==> config.mk <==
export PLATFORM = sky130hd
export DESIGN_NAME = bitmap_buf
export DESIGN_NICKNAME = d
export VERILOG_FILES = /design/src/rtl/bitmap_buf.sv
export SDC_FILE = /design/constraint.sdc
export NUM_CORES = 1
export LEC_CHECK = 0
export ABC_AREA = 1
export BUFFER_PORTS_ARGS = -buffer_cell sky130_fd_sc_hd__buf_2
export CORE_ASPECT_RATIO = 1.25
export CORE_MARGIN = 1
export CORE_UTILIZATION = 60
export CTS_CLUSTER_SIZE = 25
export DETAILED_ROUTE_END_ITERATION = 16
export PLACE_DENSITY = 0.81
export SYNTH_ARGS = -nofsm -noshare
export SYNTH_HDL_FRONTEND = slang
export SYNTH_SLANG_ARGS = --single-unit
==> constraint.sdc <==
create_clock -name clk -period 2.2 [get_ports clk]
set_input_delay 0.33 -clock clk [delete_from_list [all_inputs] [get_ports clk]]
set_output_delay 0.33 -clock clk [all_outputs]
set_load 0.1 [all_outputs]
==> src/rtl/bitmap_buf.sv <==
// bitmap_buf -- double-buffered bitmap store between a byte-stream loader
// and a display read port.
//
// One bank is displayed (active_bank) while the loader fills the other bank.
// When the inactive bank is full, the loader waits for a vsync falling edge.
// On that edge the banks swap and the loader starts again.
//
// Parameters:
//   AW          read/write address width (2^AW bytes per bank)
//   DW          pixel-byte width
//   TIMEOUT_CYC idle cycles before a partial load is discarded
//               (used only when BITMAP_BUF_TIMEOUT_EN is defined)
//
// Optional feature macro:
//   BITMAP_BUF_TIMEOUT_EN  enables the idle counter that rewinds wr_ptr to 0
//                          after TIMEOUT_CYC idle cycles mid-load.
//
// Ports:
//   clk          system/pixel clock; all logic uses the rising edge
//   rst_n        asynchronous active-low reset
//   s_data       incoming bitmap byte (bit k = pixel column k)
//   s_valid      s_data valid
//   s_ready      block accepts s_data this cycle
//   vsync        active-low vertical sync, synchronous to clk
//   rd_addr      display read address
//   rd_q         registered byte at rd_addr in the active bank (1-cycle latency)
//   active_bank  bank currently being displayed
//   swap_pulse   one-cycle pulse on each bank swap
module bitmap_buf #(
    parameter int unsigned AW          = 6,
    parameter int unsigned DW          = 8,
    parameter int unsigned TIMEOUT_CYC = 65535
) (
    input  logic          clk,
    input  logic          rst_n,
    input  logic [DW-1:0] s_data,
    input  logic          s_valid,
    output logic          s_ready,
    input  logic          vsync,
    input  logic [AW-1:0] rd_addr,
    output logic [DW-1:0] rd_q,
    output logic          active_bank,
    output logic          swap_pulse
);

    typedef enum logic {
        LOAD      = 1'b0,
        WAIT_SWAP = 1'b1
    } state_t;

    state_t        state;
    state_t        state_nx;
    logic [AW-1:0] wr_ptr;
    logic          vs_d;
    logic          vs_fall;
    logic          wr_en;
    logic          do_swap;
    logic          idle_hit;

    // Both banks live in one array; the MSB of the index selects the bank.
    logic [DW-1:0] mem [2**(AW+1)];

    assign vs_fall = vs_d & ~vsync;

    // Loader FSM: next state and outputs
    always_comb begin
        state_nx = state;
        s_ready  = 1'b0;
        wr_en    = 1'b0;
        do_swap  = 1'b0;
        unique case (state)
            LOAD: begin
                // A vsync edge in LOAD is ignored. This includes the cycle
                // in which the final byte is accepted.
                s_ready = 1'b1;
                wr_en   = s_valid;
                if (s_valid && (wr_ptr == '1)) begin
                    state_nx = WAIT_SWAP;
                end
            end
            WAIT_SWAP: begin
                if (vs_fall) begin
                    do_swap  = 1'b1;
                    state_nx = LOAD;
                end
            end
        endcase
    end

`ifdef BITMAP_BUF_TIMEOUT_EN
    localparam int unsigned CW = $clog2(TIMEOUT_CYC + 1);

    logic [CW-1:0] idle_cnt;
    logic          idle_cyc;

    // Counts only while a load is partially complete and no byte arrives.
    assign idle_cyc = (state == LOAD) && !s_valid && (wr_ptr != '0);
    assign idle_hit = idle_cyc && (idle_cnt == CW'(TIMEOUT_CYC - 1));

    always_ff @(posedge clk or negedge rst_n) begin
        if (!rst_n) begin
            idle_cnt <= '0;
        end else if (!idle_cyc || idle_hit) begin
            idle_cnt <= '0;
        end else begin
            idle_cnt <= idle_cnt + 1'b1;
        end
    end
`else
    assign idle_hit = 1'b0;
`endif

    always_ff @(posedge clk or negedge rst_n) begin
        if (!rst_n) begin
            state       <= LOAD;
            wr_ptr      <= '0;
            vs_d        <= 1'b1;
            active_bank <= 1'b0;
            swap_pulse  <= 1'b0;
        end else begin
            state       <= state_nx;
            vs_d        <= vsync;
            active_bank <= active_bank ^ do_swap;
            swap_pulse  <= do_swap;
            if (wr_en) begin
                // wr_ptr wraps from 2^AW-1 to 0 on the final byte.
                wr_ptr <= wr_ptr + 1'b1;
            end else if (idle_hit) begin
                wr_ptr <= '0;
            end
        end
    end

    // RAM is not reset, so its contents persist across a reset.
    always_ff @(posedge clk) begin
        if (wr_en) begin
            mem[{~active_bank, wr_ptr}] <= s_data;
        end
    end

    // The read uses the pre-edge active_bank. On the swap edge, rd_q
    // therefore still returns data from the old bank.
    always_ff @(posedge clk or negedge rst_n) begin
        if (!rst_n) begin
            rd_q <= '0;
        end else begin
            rd_q <= mem[{active_bank, rd_addr}];
        end
    end

endmodule

==> results of run 1 <==
==> cells by family after synthesis <==
| kind of cell | synth area share, % |
|---|---|
| AO/OA/AOI/OAI | 0.0234 |
| XOR/XNOR | 0.123 |
| adder cells (fa/ha/maj) | 0.0293 |
| buffers and inverters | 3.92 |
| flip-flops | 73.0 |
| AND/OR/NAND/NOR | 22.9 |
==> flip-flops by register name, summed over array words and instances (netlist names) <==
register	cells
vs_d	1
rd_q	8
mem	1024
swap_pulse	1
state	1
wr_ptr	6
active_bank	1
==> path summary, 6_finish.rpt <==
path                               end        start  slack (ns)  cells after the start
max                          mem[0][0]  active_bank        0.04                      4
min                        mem[103][7]    s_data[7]        0.06                      1
max reg2reg                  mem[0][0]  active_bank        0.04                      4
min reg2reg                  wr_ptr[3]    wr_ptr[3]        0.56                      1
max in group asynchronous  active_bank        rst_n        1.64                      2
min in group asynchronous   swap_pulse        rst_n        0.17                      2
==> timing repair <==
item                                    4_1_cts  5_1_grt
resized for setup                             0        3
hold buffers                                  2        0
hold endpoints to repair                     21        0
endpoints found under the setup margin        0       50
==> through the flow <==
stage / util, % / setup WS, ns
global placement: 64.0 / 0.118
finish: 68.4 / 0.0426
CTS: 68.4 / 0.0563
floorplan: - / -0.110
detailed placement: 64.0 / 0.0534
global route: 68.4 / -0.0412
==> layer usage <==
layer	part of all wire (%)	up-vias
met5	0.029	-
met4	5.5	4
met3	10	380
met2	50	1833
li1	-	12974
met1	34	13763
==> cells in the mapped netlist <==
| library cell | instances | share of area, % |
|---|---|---|
| buf_1 | 13 | 0.11 |
| buf_2 | 97 | 1.1 |
| buf_4 | 24 | 0.42 |
| buf_6 | 64 | 1.7 |
| clkbuf_1 | 32 | 0.28 |
| clkinv_1 | 2 | 0.018 |
| dfrtp_1 | 17 | 0.99 |
| dfstp_2 | 1 | 0.061 |
| edfxtp_1 | 1024 | 72 |
| ha_1 | 1 | 0.029 |
| inv_1 | 25 | 0.22 |
| inv_2 | 2 | 0.018 |
| inv_8 | 1 | 0.026 |
| nand2_1 | 1220 | 11 |
| nand3_1 | 932 | 11 |
| nor2_1 | 142 | 1.2 |
| nor3_1 | 6 | 0.070 |
| o21ai_0 | 2 | 0.023 |
| xor2_1 | 6 | 0.12 |
==> power groups by stage <==
stage	Clock, W	Combinational [W]	Sequential [W]
6_report	0.0165	0.00511	0.0226
5_1_grt	0.0173	0.00536	0.0226
4_1_cts	0.0166	0.00498	0.0226
3_5_place_dp	0	0.00492	0.0230
3_3_place_gp	0	0.00483	0.0230
2_1_floorplan	0	0.00227	0.0235
==> final cells by class <==
type | count | area share (%)
sequential | 1042 | 64.6
multi-input combinational | 2309 | 20.5
timing repair buffer | 283 | 5.74
clock buffer | 107 | 5.01
tap | 943 | 2.44
clock inverter | 59 | 1.41
inverter | 30 | 0.295
==> cells in the final DEF (no fill, tap or decap), types with 5 or more instances in the layout <==
| master | netlist | layout |
|---|---|---|
| edfxtp_1 | 1024 | 1024 |
| buf_2 | 97 | 17 |
| nor3_1 | 6 | 5 |
| clkinv_2 | 0 | 15 |
| clkinvlp_4 | 0 | 5 |
| inv_1 | 25 | 23 |
| nor2_2 | 0 | 10 |
| buf_12 | 0 | 54 |
| xor2_1 | 6 | 6 |
| dfrtp_1 | 17 | 16 |
| bufinv_16 | 0 | 14 |
| nor2_1 | 142 | 131 |
| clkinv_1 | 2 | 19 |
| clkbuf_16 | 0 | 95 |
| clkbuf_1 | 32 | 12 |
| nand2_1 | 1220 | 1220 |
| buf_4 | 24 | 208 |
| nand3_1 | 932 | 932 |
==> metrics, run 1 <==
outcome finished clean; critical path required time 2.49 ns; largest net degree at the start of global routing 126; Die Ht 300 um; postcts setup bufs 0; Final setup viols 0; slowest CP cell dfrtp_4; worst path cell trace clkinv_1 -> nor2_1 -> nand2_1 -> nor2_2; vias 28954; number of synthesis warnings 0; fin. max-slew vios 0; initial antenna violation count 2; Rows 109; GRT busiest layer met2; last weighted congestion value of the routability-driven placer 0.921; Synth cell types 19; 1st-iter DRT viols 4012; Comb pwr share 11.6%; Worst VDD drop 0.000594 V; clock buffer depth 3; Antenna Nets Post-Route 0; IO Port Bufs 28; Initial Util 60.5%; CP top delay family simple AND/OR/NAND/NOR gates; headroom to the max-slew limit 43.7%; # IOs 29; Reg power frac 51.1%; Routed WL per cell 22.6 um; Clock Power Share 37.4%; global-route wire length before repair 161 mm; WL final 108 mm; CTS Buf Count 93; Pwr Density 915 mW/mm^2; WP buf/inv 1; antenna cells 0; Total GRT Usage 30.0%; final hold violation count 0; P_int 0.0331 W; Seq cells post-synth 1042; root buf cell clkbuf_16; maxcap violations 0; clock slew seen by the registers of the worst setup and hold paths 0.07 ns; Static Leak 17.6 nW; vias in the first global route 28168; grt met1 use 37.0%; total global routing overflow 0; cells after synthesis 3611; drt drc 0; Seq/Total Area, Yosys 73.0%; setup tns final 0 ns; Synthesized Nets 3630; H-Tree Depth 3; clk_lat worst skew 0.66 ns; dpl cells 4605; Die Area 0.0723 sq mm; GRT met3 Usage 4.84%; met2 Track Usage GR 50.7%; clock sinks 1042; P&R area growth vs syn 13.0%; Largest stage delay, worst path 0.52 ns; fin area 0.0483 sq mm; Hold Path Class primary input to flip-flop; Period minus WS final 2.16 ns; Seq. cell area 0.0312 sq mm; Fillers 4606; Pwr Total 0.0442 W; die outline width 241 um; Non-Filler Instances 4773; drt first pass iters 6; sw power 0.0111 W; Post-DP HPWL 65.0 mm; Netlist Area Pre-Place 0.0428 sq mm; clock skew 0.0326 ns; Critical Path AT 2.44 ns; worst-path maximum fanout 15; share of layout cells above drive strength 1 11.4%; core area 0.0706 sq mm; fmax 464 MHz; RSZ-0062 raised after global routing true; placed instance area 0.0452 sq mm; final net count 3778; area of the multi-input gates 0.00992 sq mm; final hold slack 0.0626 ns; crit share post-route 98.1%; worst slew pin tran 0.837 ns; startpoint class of the critical path flip-flop; Mean Syn Cell Area 11.8 sq um; switch share 25.2%; Crit Path Category flip-flop to flip-flop; crit end category flip-flop; CTS tree yes; DR vias/cell 6.07
No activity file was read; power rests on OpenSTA's default activity.
==> inputs of run 2 (changes only) <==
Settings changed: ABC_AREA 1 to unset.
==> metrics, run 2 <==
slowest CP cell mux4_2 (was dfrtp_4); Rows 105 (was 109); Synth top area share 76.7% (was 71.9%); Die Area 0.0679 sq mm (was 0.0723 sq mm); Final setup viols 39 (was 0); CTS Buf Count 91 (was 93); largest area contributor in the netlist edfxtp_1 (unchanged); Synth top cells by count edfxtp_1, mux4_2, nor2_1 (was nand2_1, edfxtp_1, nand3_1); outcome finished with violations (was finished clean); clock sinks 1042 (unchanged); worst path cell trace mux4_2 -> mux4_2 -> mux4_2 -> mux2_2 (was clkinv_1 -> nor2_1 -> nand2_1 -> nor2_2); WL final 104 mm (was 108 mm); CP top delay family multiplexers (was simple AND/OR/NAND/NOR gates); DR vias/cell 7.05 (was 6.07); last weighted congestion value of the routability-driven placer 0.874 (was 0.921); failing checks negative setup slack; Static Leak 15.0 nW (was 17.6 nW); fin. max-slew vios 0 (unchanged); clock buffer depth 3 (unchanged); H-Tree Depth 3 (unchanged); Routed WL per cell 36.2 um (was 22.6 um); initial antenna violation count 7 (was 2); commonest non-fill, non-tap cells in the layout edfxtp_1, mux4_2, buf_4, clkbuf_16, nor2_1 (was nand2_1, edfxtp_1, nand3_1, buf_4, nor2_1); top flop regs mem (1024), rd_q (8), wr_ptr (6) (unchanged); cells after synthesis 1664 (was 3611); vias in the first global route 20868 (was 28168); Netlist Area Pre-Place 0.0401 sq mm (was 0.0428 sq mm); vias 20350 (was 28954); core area 0.0658 sq mm (was 0.0706 sq mm); root buf cell clkbuf_16 (unchanged); largest register by flop count mem (unchanged); Hold Path Class primary input to flip-flop (unchanged); WP buf/inv 0 (was 1); CTS tree yes (unchanged); startpoint class of the critical path flip-flop (unchanged); Die Ht 291 um (was 300 um); Seq cells post-synth 1042 (unchanged); Largest stage delay, worst path 0.57 ns (was 0.52 ns); Total GRT Usage 31.5% (was 30.0%); Worst VDD drop 0.000673 V (was 0.000594 V); Initial Util 60.9% (was 60.5%); Post-DP HPWL 62.4 mm (was 65.0 mm); # IOs 29 (unchanged); max FFs per register 1024 (unchanged); worst-path maximum fanout 1 (was 15); Async SR Flop Fraction 1.73% (unchanged); top post-synthesis cells by area edfxtp_1, mux4_2, nor2_1, dfrtp_1, clkbuf_1 (was edfxtp_1, nand3_1, nand2_1, buf_6, nor2_1); drt drc 0 (unchanged); crit end category flip-flop (unchanged); Seq/Total Area, Yosys 77.8% (was 73.0%); largest net degree at the start of global routing 69 (was 126); top_reg_cell synth edfxtp_1 (unchanged); fmax 409 MHz (was 464 MHz); clock slew seen by the registers of the worst setup and hold paths 0.07 ns (about the same); RSZ-0062 raised after global routing true (unchanged); most common cell in the netlist edfxtp_1 (was nand2_1); Crit Path Category flip-flop to flip-flop (unchanged); Util after Layout 71.1% (was 68.4%); most common cell after layout, fill and taps aside edfxtp_1 (was nand2_1); Mean Syn Cell Area 24.1 sq um (was 11.8 sq um); Antenna Nets Post-Route 0 (unchanged); cell mode on critical path mux4_2; Post-synth EDFFs 1024 (unchanged); Critical Path AT 2.99 ns (was 2.44 ns); Pwr Density 932 mW/mm^2 (was 915 mW/mm^2); Fillers 3306 (was 4606); critical path required time 2.75 ns (was 2.49 ns); share of layout cells above drive strength 1 41.1% (was 11.4%); final hold violation count 0 (unchanged); worst slew pin tran 0.681 ns (was 0.837 ns); clock skew 0.0328 ns (was 0.0326 ns); die outline width 233 um (was 241 um); number of synthesis warnings 0 (unchanged); setup tns final -3.68 ns (was 0 ns); 1st-iter DRT viols 3066 (was 4012); IO Port Bufs 28 (unchanged); crit share post-route 111% (was 98.1%); Worst Slack Setup Final -0.246 ns (was 0.0426 ns); total global routing overflow 0 (unchanged); drt first pass iters 5 (was 6); clk_lat worst skew 0.66 ns (about the same); Synth cell types 25 (was 19); final net count 1975 (was 3778); headroom to the max-slew limit 54.6% (was 43.7%); Period minus WS final 2.45 ns (was 2.16 ns); maxcap violations 0 (unchanged); Synthesized Nets 1683 (was 3630); global-route wire length before repair 149 mm (was 161 mm); P&R area growth vs syn 16.7% (was 13.0%)
==> run 2: cell count changes after synthesis, sizes merged, moves of 10 or more <==
cell,before,now
inv,28,3
buf,198,52
nor2,142,132
mux4,0,336
nand3,932,11
nand2,1220,11
==> run 2: cell type report <==
cell class	count	area, sq um	area share, %
multi-input combinational	528	8700	18.6
timing repair buffer	290	2790	5.96
clock inverter	54	583	1.25
sequential	1042	31200	66.7
clock buffer	113	2420	5.18
antenna	1	2.50	0.00535
inverter	3	11.3	0.0241
tap	856	1070	2.29
==> run 2: path summary, 6_finish.rpt <==
check,depth (start not counted),slack (ns),end,startpoint
max,4,-0.25,rd_q[4],mem[70][4]
min,1,0.11,mem[25][0],s_data[0]
max reg2reg,4,-0.25,rd_q[4],mem[70][4]
min reg2reg,2,0.53,swap_pulse,vs_d
max in group asynchronous,2,1.53,wr_ptr[2],rst_n
min in group asynchronous,2,0.29,wr_ptr[4],rst_n
==> run 2: logic make-up (layout without fill, tap and decap cells) <==
group	after synthesis	in the layout	share of synthesized area, %
muxes	345	345	19.1
AOI/OAI and AO/OA	2	2	0.0250
DFF	1042	1042	77.8
other	0	1	0
buffers and inverters	94	460	1.04
and+or+nand+nor	174	174	1.83
xor gates and xnor gates	6	6	0.131
adders and majority gates	1	1	0.0312
==> run 2: what timing repair did <==
action                                  in CTS  in global routing
hold endpoints to repair                    20                  0
setup buffers                                1                  2
endpoints found under the setup margin     190                101
hold buffers                                 2                  0
pin swaps                                    1                  0
gates resized for setup                     15                  7
==> run 2: metrics by stage <==
stage | power [W] | cell area (sq um) | cells | hold slack, ns | setup slack [ns]
floorplan | 0.0252 | 40600 | 1664 | 0.0344 | -0.316
global placement | 0.0271 | 43600 | 2714 | 0.298 | -0.743
detailed placement | 0.0273 | 43600 | 2714 | 0.314 | -0.776
CTS | 0.0435 | 46700 | 2884 | 0.0811 | -0.239
global route | 0.0444 | 46800 | 2886 | 0.0944 | -0.249
finish | 0.0436 | 46800 | 2887 | 0.106 | -0.246
==> run 2: where the power goes <==
part           internal, W  switching [W]  leakage, nW
clock network      0.00915        0.00720         1.46
registers           0.0223       0.000331         9.42
logic              0.00170        0.00296         4.07
==> run 2: layer usage <==
layer	vias to the layer above	GRT usage (%)	part of all wire [%]
met3	376	5.32	10
li1	7671	-	-
met5	-	0	0.063
met4	10	16.9	6.0
met2	1728	52.3	51
met1	10565	39.9	33
